## src/rtl/mfa_count_unit.sv

```systemverilog
// Most-frequent-value tracker for Index Compression: counts store-path words per block,
// reports the top value and its count on a read strobe, then clears for the next block.
module mfa_count_unit #(
    parameter int WIDTH_DATA = 32,
    parameter int NUM_ENTRY  = 8,
    parameter int WIDTH_CNT  = 8
) (
    input  logic                  clock,
    input  logic                  reset,
    input  logic                  I_En_MFA,
    input  logic                  I_Valid,
    input  logic [WIDTH_DATA-1:0] I_Data,
    input  logic                  I_Set_SData,
    input  logic                  I_Rd_MFA,
    output logic                  O_Rd_Valid,
    output logic [WIDTH_DATA-1:0] O_MFA_Data,
    output logic [WIDTH_CNT-1:0]  O_MFA_Cnt,
    output logic                  O_MFA_Hit,
    output logic [WIDTH_DATA-1:0] O_SData,
    output logic                  O_Ovf,
    output logic                  O_Busy
);

    localparam int IDX_W = (NUM_ENTRY > 1) ? $clog2(NUM_ENTRY) : 1;
    localparam logic [WIDTH_CNT-1:0] CNT_MAX = '1;
    localparam logic [WIDTH_CNT-1:0] CNT_ONE = WIDTH_CNT'(1);

    logic [NUM_ENTRY-1:0]  valid_q, valid_cur, valid_nxt;
    logic [WIDTH_DATA-1:0] data_q [NUM_ENTRY];
    logic [WIDTH_CNT-1:0]  cnt_q  [NUM_ENTRY];
    logic [IDX_W-1:0]      best_idx_q, best_idx_cur, best_idx_nxt;
    logic [WIDTH_CNT-1:0]  best_cnt_q, best_cnt_cur, best_cnt_nxt;
    logic                  en_q, rd_q, ovf_nxt;
    logic                  session_start, rd_req, count_ev;
    logic                  match_any, full;
    logic [IDX_W-1:0]      match_idx, free_idx, upd_idx;
    logic                  upd_en, load_en, ovf_set;
    logic [WIDTH_CNT-1:0]  upd_cnt;
    logic                  rd_hit;
    logic [WIDTH_DATA-1:0] rd_data;

    assign session_start = I_En_MFA & ~en_q;
    assign rd_req        = I_Rd_MFA & ~rd_q;
    assign count_ev      = I_En_MFA & I_Valid & ~I_Set_SData & ~I_Rd_MFA;

    // A word arriving on the session-start cycle is counted into the freshly cleared table.
    assign valid_cur    = session_start ? '0 : valid_q;
    assign best_idx_cur = session_start ? '0 : best_idx_q;
    assign best_cnt_cur = session_start ? '0 : best_cnt_q;

    // Descending scan so the lowest matching / free index wins.
    always_comb begin
        match_any = 1'b0;
        match_idx = '0;
        free_idx  = '0;
        full      = &valid_cur;
        for (int i = NUM_ENTRY - 1; i >= 0; i--) begin
            if (valid_cur[i] && (data_q[i] == I_Data)) begin
                match_any = 1'b1;
                match_idx = IDX_W'(i);
            end
            if (!valid_cur[i]) begin
                free_idx = IDX_W'(i);
            end
        end
    end

    // NOTE: every output of this block is assigned a default first, so no latch is inferred.
    always_comb begin
        upd_en       = 1'b0;
        load_en      = 1'b0;
        ovf_set      = 1'b0;
        upd_idx      = '0;
        upd_cnt      = '0;
        valid_nxt    = valid_cur;
        best_idx_nxt = best_idx_cur;
        best_cnt_nxt = best_cnt_cur;
        ovf_nxt      = session_start ? 1'b0 : O_Ovf;

        if (count_ev) begin
            if (match_any) begin
                if (cnt_q[match_idx] != CNT_MAX) begin
                    upd_en  = 1'b1;
                    upd_idx = match_idx;
                    upd_cnt = cnt_q[match_idx] + CNT_ONE;
                end
            end else if (!full) begin
                upd_en  = 1'b1;
                load_en = 1'b1;
                upd_idx = free_idx;
                upd_cnt = CNT_ONE;
            end else begin
                ovf_set = 1'b1;
            end
        end

        if (load_en) valid_nxt[upd_idx] = 1'b1;
        // Strictly greater: on a tie the value that got there first stays best.
        if (upd_en && (upd_cnt > best_cnt_cur)) begin
            best_idx_nxt = upd_idx;
            best_cnt_nxt = upd_cnt;
        end
        if (ovf_set) ovf_nxt = 1'b1;

        if (rd_req) begin
            valid_nxt    = '0;
            best_idx_nxt = '0;
            best_cnt_nxt = '0;
        end
    end

    // Read result always reflects the table as it stood before this edge.
    assign rd_hit  = |valid_q;
    assign rd_data = rd_hit ? data_q[best_idx_q] : '0;

    // NOTE: the table is small and flop-based, so it is reset along with the control state;
    // sequential state uses non-blocking assignments throughout.
    always_ff @(posedge clock or negedge reset) begin
        if (!reset) begin
            valid_q    <= '0;
            best_idx_q <= '0;
            best_cnt_q <= '0;
            en_q       <= 1'b0;
            rd_q       <= 1'b0;
            O_Rd_Valid <= 1'b0;
            O_MFA_Data <= '0;
            O_MFA_Cnt  <= '0;
            O_MFA_Hit  <= 1'b0;
            O_SData    <= '0;
            O_Ovf      <= 1'b0;
            O_Busy     <= 1'b0;
            for (int i = 0; i < NUM_ENTRY; i++) begin
                data_q[i] <= '0;
                cnt_q[i]  <= '0;
            end
        end else begin
            en_q       <= I_En_MFA;
            rd_q       <= I_Rd_MFA;
            valid_q    <= valid_nxt;
            best_idx_q <= best_idx_nxt;
            best_cnt_q <= best_cnt_nxt;
            O_Ovf      <= ovf_nxt;
            O_Busy     <= |valid_nxt;
            O_Rd_Valid <= rd_req;
            if (upd_en) begin
                cnt_q[upd_idx] <= upd_cnt;
                if (load_en) data_q[upd_idx] <= I_Data;
            end
            if (rd_req) begin
                O_MFA_Data <= rd_data;
                O_MFA_Cnt  <= best_cnt_q;
                O_MFA_Hit  <= rd_hit;
            end
            if (I_Set_SData && I_Valid) O_SData <= I_Data;
        end
    end

endmodule

```

## config.mk

```make
export PLATFORM = sky130hd
export DESIGN_NAME = mfa_count_unit
export DESIGN_NICKNAME = d
export VERILOG_FILES = /design/src/rtl/mfa_count_unit.sv
export SDC_FILE = /design/constraint.sdc
export NUM_CORES = 1
export LEC_CHECK = 0
export ABC_AREA = 0
export CAP_MARGIN = 20
export CORE_ASPECT_RATIO = 2
export CORE_UTILIZATION = 61
export CTS_BUF_LIST = sky130_fd_sc_hd__clkbuf_16
export CTS_CLUSTER_DIAMETER = 120
export CTS_CLUSTER_SIZE = 14
export DETAILED_ROUTE_END_ITERATION = 10
export PLACE_DENSITY = 0.91
export SKIP_LAST_GASP = 1
export SLEW_MARGIN = 5
export SYNTH_ARGS = -nofsm -noshare
export SYNTH_HDL_FRONTEND = slang
export SYNTH_SLANG_ARGS = --single-unit
export TNS_END_PERCENT = 10
```

## constraint.sdc

```tcl
create_clock -name clock -period 6.4 [get_ports clock]
set_input_delay 1.28 -clock clock [delete_from_list [all_inputs] [get_ports clock]]
set_output_delay 1.28 -clock clock [all_outputs]
set_load 0.02 [all_outputs]
```

==> results of run 1 <==
cell usage after synthesis (31+ instances only):
master,number
o21ai_0,48
buf_2,55
clkbuf_1,43
mux2_1,86
mux2i_1,53
nand3_1,36
or4_1,31
nand2_1,106
dfrtp_1,417
nand4_1,39
xor2_1,189
xnor2_1,69
mux4_2,64
nor2_1,53
nor4_1,63
mux2_2,263
timing repair:
action,in CTS
hold buffers,0
endpoints found under the setup margin,154
pin swaps,63
buffers inserted,38
resized for setup,181
cloned,1
logic make-up after synthesis:
kind of cell	after synthesis	share of synthesized area, %
adder cells (fa/ha/maj)	9	0.484
AND/OR/NAND/NOR	445	11.0
XOR/XNOR	260	9.84
flip-flops	417	44.8
multiplexers	474	25.9
buffers and inverters	144	3.21
AO/OA/AOI/OAI	143	4.84
routing by layer:
metal	global-route usage [%]	GRT overflow
met2	90.8	12
met4	72.1	11
met3	33.1	0
met5	1.54	0
met1	60.4	0
stage by stage:
step / util (%) / instances
after CTS: 80.0 / 2801
after detailed placement: 74.0 / 2724
after global placement: 74.0 / 2724
after floorplan: - / 1892
==> results.ini, run 1 <==
[die]
die_h_um = 278
start_util_pct = 62.2
die_x_um = 140
row_count = 100
ios = 114

[global_routing]
grt_overflow_total = 23
grt_max_degree = 161
grt_usage_pct = 63.2

[synth]
synth_edf_count = 0
synthArstFlopShare_pct = 100
avgSynthCellArea_um2 = 12.3
synth.area.top_cells = dfrtp_1 (45%), mux2_2 (13%), xor2_1 (7.1%), mux4_2 (6.2%), mux2_1 (4.2%)
synth_top_area_cell = dfrtp_1
yosysWarnings = 0
syn_inst = 1892
syn_area_mm2 = 0.0233
ys.flop_type = dfrtp_1
ys_seq_area_share_pct = 44.8
ys_ff_latch = 417
synth_top_area_share_pct = 44.8
netlist-cell-type-count = 86
syn_nets = 1939

[place]
dp_slack_ps = -1320
dpl.hpwl_um = 72200
port_buffers = 113
gp_congestion = 1.12
placed_cell_area_mm2 = 0.0277

[timing]
worst-ep-kind = sequential cell input
crit_endpoint = best_cnt_q[3]$_DFF_PN0_/D

[cts]
htreeDepth = 2
root_buffer = clkbuf_16
cts.path.max_buffers = 3
numCtsBuffers = 35
cts_sinks = 417

[run_status]
flow.stopped_at = global routing (5_1_grt)
status = aborted with a tool error
error_line = [ERROR GRT-0232] Routing congestion too high. Check the congestion heatmap in the GUI.

==> run 2: changes to the inputs <==
- CORE_ASPECT_RATIO: 2 -> not set
- CORE_UTILIZATION: 61 -> 40
- CTS_BUF_LIST: sky130_fd_sc_hd__clkbuf_16 -> not set
- CTS_CLUSTER_DIAMETER: 120 -> not set
- CTS_CLUSTER_SIZE: 14 -> not set
- PLACE_DENSITY: 0.91 -> not set
- PLACE_DENSITY_LB_ADDON: not set -> 0.15
==> run 2 against run 1 <==
Net effect:
- the run now ends clean
- synthesized area stayed put
- synthesized cell count stayed put
==> results.ini, run 2 <==
[run_status]
status = finished clean

[cts]
numCtsBuffers = 48  ; +37%
root_buffer = clkbuf_16
cts_hold_buf = 0  ; unchanged
cts.path.max_buffers = 3  ; unchanged
htreeDepth = 2  ; unchanged
cts_sinks = 417  ; unchanged
clk_pin_slew_ps = 60
worstSkewPairLatency_ps = 600
cts_tree = done

[global_routing]
grt_overflow_total = 0
grt_antenna_before_repair = 0
grt_usage_pct = 31.0
grt_pass1_vias = 18082
grt_first_pass_wirelength_um = 132000
grt_max_degree = 154

[die]
design.core.area_mm2 = 0.0576
die_area_mm2 = 0.0592
ios = 114  ; unchanged
row_count = 88  ; -12%
die_h_um = 243  ; -13%
start_util_pct = 40.4  ; -22 points
die_x_um = 243  ; +74%

[place]
dp_slack_ps = -1110  ; +208 ps
gp_congestion = 1.08  ; -3.2%
placed_cells = 3040  ; +12%
dpl.hpwl_um = 69700  ; -3.4%
port_buffers = 113  ; unchanged

[route]
wl_per_cell_um = 28.7
vias = 17785
ant_nets = 0
drt_iter0_markers = 1300
first_pass_iters = 5
viasPerCell = 5.61
drc = 0
routed_wl_um = 91100

[power_and_ir_drop]
power_leakage_nw = 14.1
power_density_mw_per_mm2 = 226
vdd_ir_drop_max_v = 0.000175

[synth]
yosysWarnings = 0  ; unchanged
syn_nets = 1939  ; unchanged
synth_top_area_cell = dfrtp_1
synth_commonest_cells = dfrtp_1 (417), mux2_2 (263), xor2_1 (189)
synth_top_area_share_pct = 44.8  ; unchanged
ys.flop_type = dfrtp_1
yosysMostFrequentCell = dfrtp_1
synth_edf_count = 0  ; unchanged
ys_seq_area_share_pct = 44.8  ; unchanged
syn_area_mm2 = 0.0233  ; unchanged
ys_ff_latch = 417  ; unchanged
netlist-cell-type-count = 86  ; unchanged
synth.area.top_cells = dfrtp_1 (45%), mux2_2 (13%), xor2_1 (7.1%), mux4_2 (6.2%), mux2_1 (4.2%)
syn_inst = 1892  ; unchanged
synthArstFlopShare_pct = 100  ; unchanged
avgSynthCellArea_um2 = 12.3  ; unchanged

[worst_hold_path]
hp-class = reg -> reg

[cells_and_area]
final_common_cell = dfrtp_1
drive_above_1_share_pct = 43.3
final_cell_mix = dfrtp_1 (414), buf_4 (383), mux2_2 (261), xor2_1 (146), nand2_1 (104)
largest_reg_flops = 256
fin_cells = 3173
nFillCells = 4945
final_nets = 2415
top_register = data_q
synthToLayoutAreaGrowth_pct = 33.8
top_regs = data_q (256), cnt_q (64)

[timing]
fin_crit_sh_pct = 97.3
hold_viol = 0
finalMaxSlewViolations = 0
worst_slew_margin_rel_pct = 29.5
fin_crit_ps = 6230
setup_viol = 0
clock_skew_ps = 21.0
fmax_mhz = 161
tightest_slew_ps = 1060
worst_slack_ps = 173

[setup_path]
crit_type = in -> reg
r2r_slack_ps = 700
crit_fanout = 4
cp-start-kind = primary input
cp-end-kind = flip-flop
required_ps = 6900
arrival_ps = 6730

[flow_run]
maxCapViolCount = 0

-- run 2: cell counts after synthesis --
No cell type changed its count.
-- run 2: metal layers --
| metal | GRT usage [%] | vias to the layer above | part of all wire [%] |
|---|---|---|---|
| li1 | - | 7848 | - |
| met1 | 44.9 | 9368 | 46 |
| met2 | 49.3 | 453 | 46 |
| met3 | 3.69 | 116 | 5.0 |
| met4 | 7.84 | 0 | 3.0 |
| met5 | 0 | - | 0 |
-- run 2: stage by stage --
stage / TNS (ps) / instance area, um^2 / hold slack [ps] / power, mW / utilization (%)
6_report: 0 / 31100 / 469 / 7.03 / 54.1
5_1_grt: -9.01 / 31100 / 502 / 7.25 / 54.1
4_1_cts: 0 / 30300 / 475 / 7.03 / 52.6
3_5_place_dp: -93770 / 28200 / 455 / 4.05 / 48.9
3_3_place_gp: -69710 / 28200 / 451 / 4.04 / 48.9
2_1_floorplan: -12.8 / 23300 / 430 / 3.36 / -
-- run 2: cell families (layout without fill, tap and decap cells) --
family                   Yosys count  count (layout)  share of synthesized area, %
AND/OR/NAND/NOR                  445             445                          11.0
multiplexers                     474             474                          25.9
adder cells (fa/ha/maj)            9               9                         0.484
XOR/XNOR                         260             260                          9.84
flip-flops                       417             417                          44.8
other                              0               1                             0
buffers and inverters            144             659                          3.21
AO/OA/AOI/OAI                    143             143                          4.84
-- run 2: final cells by class --
type / count / area [um^2] / area share [%]
Clock inverter: 17 / 250 / 0.803
Antenna cell: 1 / 2.50 / 0.00803
Inverter: 11 / 41.3 / 0.133
Tap cell: 765 / 957 / 3.07
Timing Repair Buffer: 559 / 5020 / 16.1
Multi-Input combinational cell: 1331 / 13000 / 41.7
Sequential cell: 417 / 10400 / 33.5
Clock buffer: 72 / 1440 / 4.64
-- run 2: critical path, stage by stage --
cell             delay [ps]
clkdlybuf4s15_1         260
xor2_2                  270
nor4_1                  300
buf_4                   150
nand4_1                 200
or4_4                   510
buf_4                   170
a211oi_2                220
buf_4                   160
nor2_4                   50
mux2i_1                 120
a2111o_1                480
buf_4                   170
a22o_1                  250
or4_4                   490
a21oi_2                 160
ha_1                    260
nand3_1                 110
nor3_1                   70
nor3b_2                 240
o31ai_4                 130
or4_1                   520
a21oi_1                 140
-- run 2: worst paths after layout --
kind                                 end  cells after the start     startpoint
setup / recovery           best_cnt_q[3]                     23     I_Data[25]
hold / removal              O_MFA_Cnt[0]                      2  best_cnt_q[0]
setup reg to reg           best_cnt_q[3]                     22     data_q[60]
hold reg to reg             O_MFA_Cnt[0]                      2  best_cnt_q[0]
max in group asynchronous    data_q[143]                      2          reset
min in group asynchronous      cnt_q[46]                      1          reset
-- run 2: what timing repair did --
item / 4_1_cts / 5_1_grt
gates cloned: 0 / 2
resized for setup: 79 / 144
setup endpoints to repair: 11 / 11
setup buffers: 6 / 35
endpoints found under the hold margin: 0 / 0
pin swaps: 29 / 64
-- run 2: report_power, final --
group	internal, mW	total [mW]	leakage (nW)	switching, mW
clock	1.80	2.96	0.840	1.16
combinational	0.532	1.20	7.65	0.665
sequential	2.76	2.87	5.65	0.105
total	5.09	7.03	14.1	1.93
No activity file was read; power rests on OpenSTA's default activity.
